File: src/rtl/irrigacao_pkg.sv
// irrigacao_pkg: shared state encoding, display select constants and default timings
package irrigacao_pkg;
  typedef enum logic [2:0] {
    S_OCIOSO   = 3'd0,
    S_GOTEJA   = 3'd1,
    S_ASPERSAO = 3'd2,
    S_PAUSA    = 3'd3,
    S_FALHA    = 3'd4
  } estado_t;
  localparam logic TANQUE = 1'b1;
  localparam logic IRRIGA = 1'b0;
  localparam int DEF_MIN_ON = 16;
  localparam int DEF_MAX_ON = 1024;
  localparam int DEF_PAUSA = 8;
  localparam int DEF_DISP_PERIOD = 50000000;
  localparam int DEF_CNT_W = 32;
endpackage

File: src/rtl/temporizador.sv
// temporizador: loadable saturating up-counter with terminal-count flag
module temporizador #(
  parameter int W = 32
) (
  input  logic         clk,
  input  logic         rst,
  input  logic         load_i,
  input  logic         en_i,
  input  logic [W-1:0] lim_i,
  output logic [W-1:0] cnt_o,
  output logic         tc_o
);
  logic [W-1:0] cnt_q;
  always_ff @(posedge clk)
    cnt_q <= (rst || load_i) ? '0 : (en_i && cnt_q != '1) ? cnt_q + W'(1) : cnt_q;
  assign cnt_o = cnt_q;
  assign tc_o = cnt_q == lim_i;
endmodule

File: src/rtl/irrigacao_escalonador.sv
// irrigacao_escalonador: arbitrates drip/sprinkler runs, drives fill valve and display select
module irrigacao_escalonador
  import irrigacao_pkg::*;
#(
  parameter int MIN_ON = DEF_MIN_ON,
  parameter int MAX_ON = DEF_MAX_ON,
  parameter int PAUSA = DEF_PAUSA,
  parameter int DISP_PERIOD = DEF_DISP_PERIOD,
  parameter int CNT_W = DEF_CNT_W
) (
  input  logic       clk,
  input  logic       rst,
  input  logic       req_got,
  input  logic       req_asp,
  input  logic       erro,
  input  logic       alarme,
  input  logic       nivel_h,
  input  logic       nivel_m,
  output logic       got_en,
  output logic       asp_en,
  output logic       valvula_en,
  output logic       disp_sel,
  output logic       falha,
  output logic [2:0] estado
);
  localparam logic [CNT_W-1:0] MIN_L = CNT_W'(MIN_ON - 1);
  localparam logic [CNT_W-1:0] MAX_L = CNT_W'(MAX_ON - 1);
  localparam logic [CNT_W-1:0] PAU_L = CNT_W'(PAUSA - 1);
  localparam logic [CNT_W-1:0] DSP_L = CNT_W'(DISP_PERIOD - 1);
  estado_t state_q, state_d;
  logic ultimo_q, ultimo_d, tog_q, tog_d;
  logic run_load, run_tc, disp_tc;
  logic [CNT_W-1:0] cnt, disp_cnt_unused;
  assign run_load = (state_d != state_q) || (state_q inside {S_OCIOSO, S_FALHA});
  temporizador #(.W(CNT_W)) u_run (
    .clk(clk), .rst(rst), .load_i(run_load), .en_i(1'b1),
    .lim_i(state_q == S_PAUSA ? PAU_L : MAX_L), .cnt_o(cnt), .tc_o(run_tc)
  );
  temporizador #(.W(CNT_W)) u_disp (
    .clk(clk), .rst(rst), .load_i(disp_tc), .en_i(1'b1),
    .lim_i(DSP_L), .cnt_o(disp_cnt_unused), .tc_o(disp_tc)
  );
  assign tog_d = disp_tc ? ~tog_q : tog_q;
  always_comb begin
    state_d = state_q;
    ultimo_d = ultimo_q;
    if (erro || alarme) state_d = S_FALHA;
    else case (state_q)
      S_OCIOSO:
        if (req_got && (!req_asp || ultimo_q)) begin
          state_d = S_GOTEJA;
          ultimo_d = 1'b0;
        end else if (req_asp) begin
          state_d = S_ASPERSAO;
          ultimo_d = 1'b1;
        end
      S_GOTEJA:   state_d = ((cnt >= MIN_L && !req_got) || run_tc) ? S_PAUSA : S_GOTEJA;
      S_ASPERSAO: state_d = ((cnt >= MIN_L && !req_asp) || run_tc) ? S_PAUSA : S_ASPERSAO;
      S_PAUSA:    state_d = run_tc ? S_OCIOSO : S_PAUSA;
      default:    state_d = (state_q == S_FALHA) ? S_PAUSA : S_FALHA;
    endcase
  end
  always_ff @(posedge clk) begin
    if (rst) begin
      state_q <= S_OCIOSO;
      ultimo_q <= 1'b0;
      tog_q <= IRRIGA;
      got_en <= 1'b0;
      asp_en <= 1'b0;
      falha <= 1'b0;
      disp_sel <= IRRIGA;
      valvula_en <= 1'b0;
    end else begin
      state_q <= state_d;
      ultimo_q <= ultimo_d;
      tog_q <= tog_d;
      got_en <= state_d == S_GOTEJA;
      asp_en <= state_d == S_ASPERSAO;
      falha <= state_d == S_FALHA;
      disp_sel <= (state_d == S_FALHA) ? TANQUE : tog_d;
      valvula_en <= (nivel_h || erro) ? 1'b0 : (!nivel_m ? 1'b1 : valvula_en);
    end
  end
  assign estado = state_q;
endmodule
File: config.mk
export PLATFORM = sky130hd
export DESIGN_NAME = irrigacao_escalonador
export DESIGN_NICKNAME = d
export VERILOG_FILES = /design/src/rtl/irrigacao_pkg.sv /design/src/rtl/temporizador.sv /design/src/rtl/irrigacao_escalonador.sv
export SDC_FILE = /design/constraint.sdc
export NUM_CORES = 1
export LEC_CHECK = 0
export ABC_AREA = 1
export CAP_MARGIN = 15
export CORE_MARGIN = 2
export CORE_UTILIZATION = 58
export DETAILED_ROUTE_END_ITERATION = 6
export PLACE_DENSITY = 0.87
export SKIP_LAST_GASP = 1
export SLEW_MARGIN = 10
export SYNTH_ARGS = -nofsm -noshare
export SYNTH_HDL_FRONTEND = slang
export SYNTH_HIERARCHICAL = 1
export SYNTH_SLANG_ARGS = --single-unit
File: constraint.sdc
create_clock -name clk -period 3.93 [get_ports clk]
set_input_delay 0.786 -clock clk [delete_from_list [all_inputs] [get_ports clk]]
set_output_delay 0.786 -clock clk [all_outputs]
set_load 0.005 [all_outputs]
== Word level (Yosys, flattened, before mapping) ==
Cells that the tools add are included.

* Multiplexer cells: 13
* Reductions and logical operators: 18
* Shifts and indexed selects: 0
* Bitwise logic cells: 2
* $lt $le $gt $ge: 1
* Equal/unequal tests: 12
* $add $sub $neg: 2
* Multipliers: 0
* Divide/modulo/power cells: 0

{| class="wikitable"
|+ Operators with widths
! cell !! number
|-
| $add A32 B1 Y32 const B || 2
|-
| $ne A32 B32 Y1 const B || 2
|-
| $eq A32 B10 Y1 || 1
|-
| $eq A32 B26 Y1 const B || 1
|-
| $ge A32 B4 Y1 const B || 1
|-
| $mux W3 || 4
|-
| $pmux W3 S4 || 1
|-
| $mux W10 || 1
|-
| $eq A3 B2 Y1 const B || 3
|-
| $logic_or A1 B1 Y1 || 8
|-
| $eq A3 B1 Y1 const B || 2
|-
| $eq A3 B3 Y1 const B || 2
|-
| $mux W1 || 5
|-
| $mux W2 || 2
|-
| $reduce_bool A2 Y1 || 2
|-
| $logic_and A1 B1 Y1 || 3
|-
| $logic_not A3 Y1 || 1
|-
| $ne A3 B3 Y1 || 1
|-
| $reduce_and A3 Y1 || 1
|-
| $logic_not A1 Y1 || 2
|-
| $not A1 Y1 || 2
|-
| $reduce_or A2 Y1 || 1
|}

* Input port bits: 8
* Output and inout bits: 8
* Bits in latches: 0
* Bits in writable memories: 0
* Bits in read-only memories: 0
* Word-level logic and storage cells: 58
* Flip-flop bits (word level): 74
* Memories kept: 0

== Longest topological paths before layout ==
* Word-level depth: 10
* Mapped depth: 21
* Depth with buffers taken out: 19

== By module ==
Netlist, hierarchy kept.

{| class="wikitable"
|+ By module, submodules not included
! module !! times used !! area an instance (um2) !! sequential area each (um2) !! cells an instance
|-
| temporizador || 2 || 2417.3 || 640.6 || 367
|-
| irrigacao_escalonador || 1 || 696.9 || 200.2 || 124
|}

== Worst setup path before layout ==
OpenSTA, ideal clock, no wires.

* Kind: reg2reg
* Start: reg state_q[0], in the netlist estado[0]
* End: reg u_run.cnt_q[15], in the netlist u_run/cnt_o[15]
* Period minus slack after synthesis: 2.660 ns
* Data required time: 3.866 ns
* Cell stages (with the launch flop): 20
* Arrival: 2.596 ns
* Slack: 1.270 ns
* Path buffers: 2
* Path through: dfxtp_1 nand3_2 or2_2 a21oi_1 nand2_1 nor2_1 nand2_1 nor2_1 o21ai_1 nor3_1 nand2_2 nand3_1 nand2_1 nor2_1 nand2_1 nor2_1 buf_4 buf_2 nand2_1 nor2_1

* Cells in the longest elaborated chain, start to end: 10

{| class="wikitable"
|+ Ends and longest elaborated chain
! element !! RTL line !! source
|-
| start: declaration || irrigacao_escalonador.sv:30 || <nowiki>estado_t state_q, state_d;</nowiki>
|-
| start signal: assignment || irrigacao_escalonador.sv:74 || <nowiki>state_q <= state_d;</nowiki>
|-
| $eq A3 B2 Y1 (*) || irrigacao_escalonador.sv:37 || <nowiki>.lim_i(state_q == S_PAUSA ? PAU_L : MAX_L), .cnt_o(cnt), .tc_o(run_tc)</nowiki>
|-
| $mux W10 (*) || irrigacao_escalonador.sv:37 ||
|-
| $eq A32 B10 Y1 (*) || temporizador.sv:17 || <nowiki>assign tc_o = cnt_q == lim_i;</nowiki>
|-
| named net run_tc || irrigacao_escalonador.sv:32 || <nowiki>logic run_load, run_tc, disp_tc;</nowiki>
|-
| $logic_or A1 B1 Y1 (on tied branches) || irrigacao_escalonador.sv:58, irrigacao_escalonador.sv:57 ||
|-
| $mux W1 / $mux W2 (equally long branches) || irrigacao_escalonador.sv:58, irrigacao_escalonador.sv:57 ||
|-
| $pmux W3 S4 (*) || irrigacao_escalonador.sv:48 || <nowiki>else case (state_q)</nowiki>
|-
| $mux W3 (*) || irrigacao_escalonador.sv:47 || <nowiki>if (erro || alarme) state_d = S_FALHA;</nowiki>
|-
| $ne A3 B3 Y1 (*) || irrigacao_escalonador.sv:34 || <nowiki>assign run_load = (state_d != state_q) || (state_q inside {S_OCIOSO, S_FALHA});</nowiki>
|-
| $logic_or A1 B1 Y1 (*) || irrigacao_escalonador.sv:34 ||
|-
| named net run_load || irrigacao_escalonador.sv:32 ||
|-
| $logic_or A1 B1 Y1 (*) || temporizador.sv:15 || <nowiki>cnt_q <= (rst || load_i) ? '0 : (en_i && cnt_q != '1) ? cnt_q + W'(1) : cnt_q;</nowiki>
|-
| end signal: assignment || temporizador.sv:15 ||
|-
| end: declaration || temporizador.sv:13 || <nowiki>logic [W-1:0] cnt_q;</nowiki>
|}

Mark *: on every way through the listed nets, which the timed path passes. The rest lies on a longest branch.
A chain may end at the register's enable or synchronous reset.

== Final worst setup path ==
* Start: reg state_q[0], in the netlist estado[0]
* End: reg u_run.cnt_q[6], in the netlist u_run/cnt_o[6]

Same word-level chain as after synthesis.

==> report_table.html <==
<table>
<tr><th>Metric</th><th>Value</th></tr>
<tr><th colspan="2">Cells and area</th></tr>
<tr><td>Area growth, synth to finish</td><td>10.5%</td></tr>
<tr><td>Fillcell total</td><td>between 700 and 800</td></tr>
<tr><td>Most frequent standard cell in the layout excluding fill and tap cells</td><td>nand2_1</td></tr>
<tr><td>Final core area utilization</td><td>about two thirds</td></tr>
<tr><td>Nets</td><td>roughly 940</td></tr>
<tr><td>Most frequent cells in the layout</td><td>nand2_1 (197), nor2_1 (176), inv_1 (79)</td></tr>
<tr><td>Layout cells sized above 1</td><td>about a tenth</td></tr>
<tr><td>Final instance area</td><td>between 6000 and 7000 um^2</td></tr>
<tr><td>Number of inserted diodes</td><td>0</td></tr>
<tr><th colspan="2">Global routing</th></tr>
<tr><td>Total routing usage reported by global routing</td><td>25.5%</td></tr>
<tr><td>Global-route wire length before repair</td><td>21200 um</td></tr>
<tr><td>Vias in the first global route</td><td>just under 5000</td></tr>
<tr><td>Congestion Overflow GR</td><td>0</td></tr>
<tr><td>Number of antenna violations at the first check in global routing</td><td>0</td></tr>
<tr><td>Maximum number of pins on one net before global-route repair</td><td>37</td></tr>
<tr><th colspan="2">Run status</th></tr>
<tr><td>Result of the run</td><td>complete, no violations</td></tr>
<tr><th colspan="2">STA</th></tr>
<tr><td>Final count of hold timing violations</td><td>0</td></tr>
<tr><td>Final setup viols</td><td>0</td></tr>
<tr><td>Clock tree skew after final layout</td><td>~9.2 ps</td></tr>
<tr><td>Sum of negative setup slack</td><td>0 ps</td></tr>
<tr><td>WHS</td><td>roughly 480 ps</td></tr>
<tr><td>Max Clk Rate</td><td>325 MHz</td></tr>
<tr><td>Tightest slew margin relative to the limit</td><td>between 50% and 60%</td></tr>
<tr><td>Portion of the clock cycle consumed by the worst path in the final layout</td><td>between 70% and 80%</td></tr>
<tr><td>Number of max-slew violations in the final report</td><td>0</td></tr>
<tr><td>Slew at the pin closest to its max-slew limit</td><td>just over 600 ps</td></tr>
<tr><td>Final critical-path required period</td><td>around 3100 ps</td></tr>
<tr><td>RSZ-0062 raised after global routing</td><td>false</td></tr>
<tr><th colspan="2">Worst setup path</th></tr>
<tr><td>Register-to-register setup slack</td><td>860 ps</td></tr>
<tr><td>CP Launch Type</td><td>flop</td></tr>
<tr><td>Critical path, cell by cell</td><td>nand3_2, or2_2, a21oi_1, nand2_1, nor2_1, nand2_1, nor2_1, o21ai_1, nor3_1, nand2_2, nand3_1, nand2_1, nor2_1, nand2_1, nor2_2, buf_4, inv_1, a21oi_1</td></tr>
<tr><td>Origin of the critical flop-to-flop path</td><td>estado[0]$_SDFF_PP0_</td></tr>
<tr><td>Cell family with the largest share of critical-path delay</td><td>simple AND/OR/NAND/NOR gates</td></tr>
<tr><td>Capture point of the worst reg-to-reg path</td><td>u_run/cnt_o[6]$_SDFFE_PP0P_</td></tr>
<tr><td>Endpoint arrival time on the critical path</td><td>3360 ps</td></tr>
<tr><td>Critical Path Max Stage Delay</td><td>roughly 470 ps</td></tr>
<tr><td>CP dominant cell by count</td><td>nand2_1</td></tr>
<tr><td>Largest fanout of any net on the critical path</td><td>29</td></tr>
<tr><td>Standard cell with the maximum stage delay on the critical path</td><td>dfxtp_1</td></tr>
<tr><td>Worst Reg-to-Reg Cells</td><td>18</td></tr>
<tr><td>Crit path kind</td><td>reg -&gt; reg</td></tr>
<tr><td>Required time at the worst-slack endpoint</td><td>about 4200 ps</td></tr>
<tr><td>Type of element capturing the critical path</td><td>flop</td></tr>
<tr><td>CP Buf/Inv Count</td><td>2</td></tr>
<tr><th colspan="2">Yosys</th></tr>
<tr><td>Largest cells by area after synthesis</td><td>dfxtp_1 (27%), nand2_1 (13%), nor2_1 (12%)</td></tr>
<tr><td>Post-synthesis cell type with the largest combined area</td><td>dfxtp_1</td></tr>
<tr><td>Count of yosys warnings during synthesis</td><td>6</td></tr>
<tr><td>Post-synthesis average cell area</td><td>6.45 um^2</td></tr>
<tr><td>Synth unique cells</td><td>36</td></tr>
<tr><td>Synthesized netlist cell count</td><td>approximately 860</td></tr>
<tr><td>Post-synthesis cell area</td><td>around 5500 um^2</td></tr>
<tr><td>Area share of the leading cell type in the synthesized netlist</td><td>a little over a quarter</td></tr>
<tr><td>Post-synthesis sequential element count</td><td>74</td></tr>
<tr><td>Fraction of the yosys area taken by sequential cells</td><td>between 20 and 30%</td></tr>
<tr><th colspan="2">Floorplan</th></tr>
<tr><td>Count of standard-cell rows</td><td>35</td></tr>
<tr><td>Die area</td><td>10300 um^2</td></tr>
<tr><td>Initial Utilization</td><td>approximately three fifths</td></tr>
<tr><td>Vertical die dimension</td><td>approximately 100 um</td></tr>
<tr><td>Placeable Area</td><td>approximately 9200 um^2</td></tr>
<tr><td>I/O pin count</td><td>16</td></tr>
<tr><td>Horizontal extent of the die</td><td>102 um</td></tr>
<tr><th colspan="2">Power</th></tr>
<tr><td>Leakage power</td><td>approximately 0.0023 uW</td></tr>
<tr><td>Power density relative to cell area</td><td>approximately 230 nW/um^2</td></tr>
<tr><td>Worst VDD drop</td><td>between 0.15 and 0.2 mV</td></tr>
<tr><td>Total Power</td><td>around 1400 uW</td></tr>
<tr><th colspan="2">Routing</th></tr>
<tr><td>Initial drt markers</td><td>358</td></tr>
<tr><td>Per-cell via count in the routed design</td><td>5.08</td></tr>
<tr><td>DRC</td><td>0</td></tr>
<tr><td>1st-pass router iterations</td><td>7</td></tr>
<tr><td>Detail-routed net length per standard cell</td><td>around 12 um</td></tr>
<tr><td>Post-route antenna net violation count</td><td>0</td></tr>
<tr><td>Final WL</td><td>roughly 13000 um</td></tr>
<tr><td>Number of vias after detailed routing</td><td>~5400</td></tr>
<tr><th colspan="2">Placed design</th></tr>
<tr><td>Half-perimeter wire length of the detailed placement result</td><td>around 9200 um</td></tr>
<tr><td>Gpl congestion</td><td>~0.91</td></tr>
<tr><td>Instance area at placement</td><td>~5900 um^2</td></tr>
<tr><td>Number of buffer cells added on primary ports</td><td>15</td></tr>
<tr><th colspan="2">Clocking</th></tr>
<tr><td>CTS tree</td><td>built</td></tr>
<tr><td>Hold_buf cts</td><td>0</td></tr>
<tr><td>Root Driver</td><td>clkbuf_8</td></tr>
<tr><td>Clock insertion delay at the later pin of the skew report</td><td>about 360 ps</td></tr>
<tr><td>CTS sink count</td><td>74</td></tr>
<tr><td>Num CTS Buffers</td><td>9</td></tr>
<tr><td>Clock-pin slew reported for the worst setup and hold paths after clock tree synthesis</td><td>roughly 80 ps</td></tr>
<tr><td>Post-CTS Setup Inserts</td><td>0</td></tr>
<tr><td>Number of levels in the clock H-tree</td><td>3</td></tr>
<tr><td>Worst-case clock buffer depth</td><td>2</td></tr>
<tr><td>Post-cts gate resize count</td><td>0</td></tr>
<tr><th colspan="2">Worst hold path</th></tr>
<tr><td>Cell count of the worst hold path</td><td>2</td></tr>
<tr><td>Destination of the worst hold path</td><td>valvula_en$_SDFFE_PP0N_</td></tr>
<tr><td>Worst hold path class</td><td>reg -&gt; reg</td></tr>
<tr><td>Hold wc startpoint</td><td>valvula_en$_SDFFE_PP0N_</td></tr>
<tr><th colspan="2">Job</th></tr>
<tr><td>Max-cap violations</td><td>0</td></tr>
</table>
-- routing by layer --
layer	routed length (um)	GRT usage (%)
met5	0	0
met1	5750	31.8
met3	742	6.21
met2	5990	43.4
met4	180	7.48
-- flip-flops by register name (all words and copies together), names as in the netlist --
| signal | flops |
|---|---|
| valvula_en | 1 |
| tog_q | 1 |
| falha | 1 |
| u_disp/cnt_o | 32 |
| got_en | 1 |
| estado | 3 |
| ultimo_q | 1 |
| disp_sel | 1 |
| asp_en | 1 |
| u_run/cnt_o | 32 |
-- cells in the mapped netlist --
cell and n:
buf_2 4, nand2_4 6, conb_1 2, xnor2_1 55, nand3_2 20, nor2_1 178
nor3_2 1, nand3b_1 2, clkbuf_1 1, nand4_1 30, inv_2 3, nand3b_4 2
nor2_2 8, nor2_4 14, a21oi_1 52, ha_1 2, nor2b_1 2, a31oi_1 10
buf_1 2, o211ai_1 1, and2_1 1, xor2_1 10, a211oi_1 1, nor3_1 15
o21ai_0 2, dfxtp_1 74, buf_4 4, nand4_2 2, buf_6 10, o21ai_1 1
or2_2 5, a2111oi_0 1, nand2_2 11, nand2_1 197, nand3_1 50, inv_1 79
-- report_power, final --
group          total (uW)  leakage [uW]  internal (uW)  switching (uW)
Clock                 540     0.0000920            257             282
Combinational         118       0.00161           51.2            66.8
Sequential            761      0.000598            755            5.44
Total                1420       0.00230           1060             354
-- cell families after synthesis --
logic type	synth area share [%]
other	0.136
AND/OR/NAND/NOR	47.1
XOR/XNOR	10.3
buffers and inverters	8.71
AO/OA/AOI/OAI	6.54
adder cells (fa/ha/maj)	0.452
flip-flops	26.8
-- layout make-up --
| type | instances | area (um^2) | area share (%) |
|---|---|---|---|
| repair buffers | 18 | 173 | 2.82 |
| multi-input cells | 747 | 3820 | 62.5 |
| clock buffers | 12 | 155 | 2.54 |
| well taps | 129 | 161 | 2.64 |
| flip-flops and latches | 74 | 1480 | 24.2 |
| inverters | 82 | 308 | 5.03 |
| clock inverters | 3 | 15.0 | 0.246 |
-- tightest hold or removal path: stages, from the launching register on --
cell,delay (ps)
dfxtp_1,320
inv_1,50
a2111oi_0,70
-- metrics by stage --
| stage | instances | setup WS (ps) |
|---|---|---|
| floorplan | 924 | 1270 |
| global route | 1065 | 455 |
| detailed placement | 1050 | 918 |
| finish | 1065 | 857 |
| CTS | 1065 | 879 |
| global placement | 1050 | 1020 |
-- how the worst max path moves through the flow --
stage                              start                            to  slack, ps  depth (start not counted)
floorplan           estado[0]$_SDFF_PP0_  u_run/cnt_o[15]$_SDFFE_PP0P_       1270                         19
global placement    estado[0]$_SDFF_PP0_   u_run/cnt_o[3]$_SDFFE_PP0P_       1020                         18
detailed placement  estado[0]$_SDFF_PP0_   u_run/cnt_o[6]$_SDFFE_PP0P_        920                         18
CTS                 estado[0]$_SDFF_PP0_   u_run/cnt_o[6]$_SDFFE_PP0P_        880                         18
global route        estado[0]$_SDFF_PP0_   u_run/cnt_o[3]$_SDFFE_PP0P_        450                         18
finish              estado[0]$_SDFF_PP0_   u_run/cnt_o[6]$_SDFFE_PP0P_        860                         18
No activity file was read; power rests on OpenSTA's default activity.
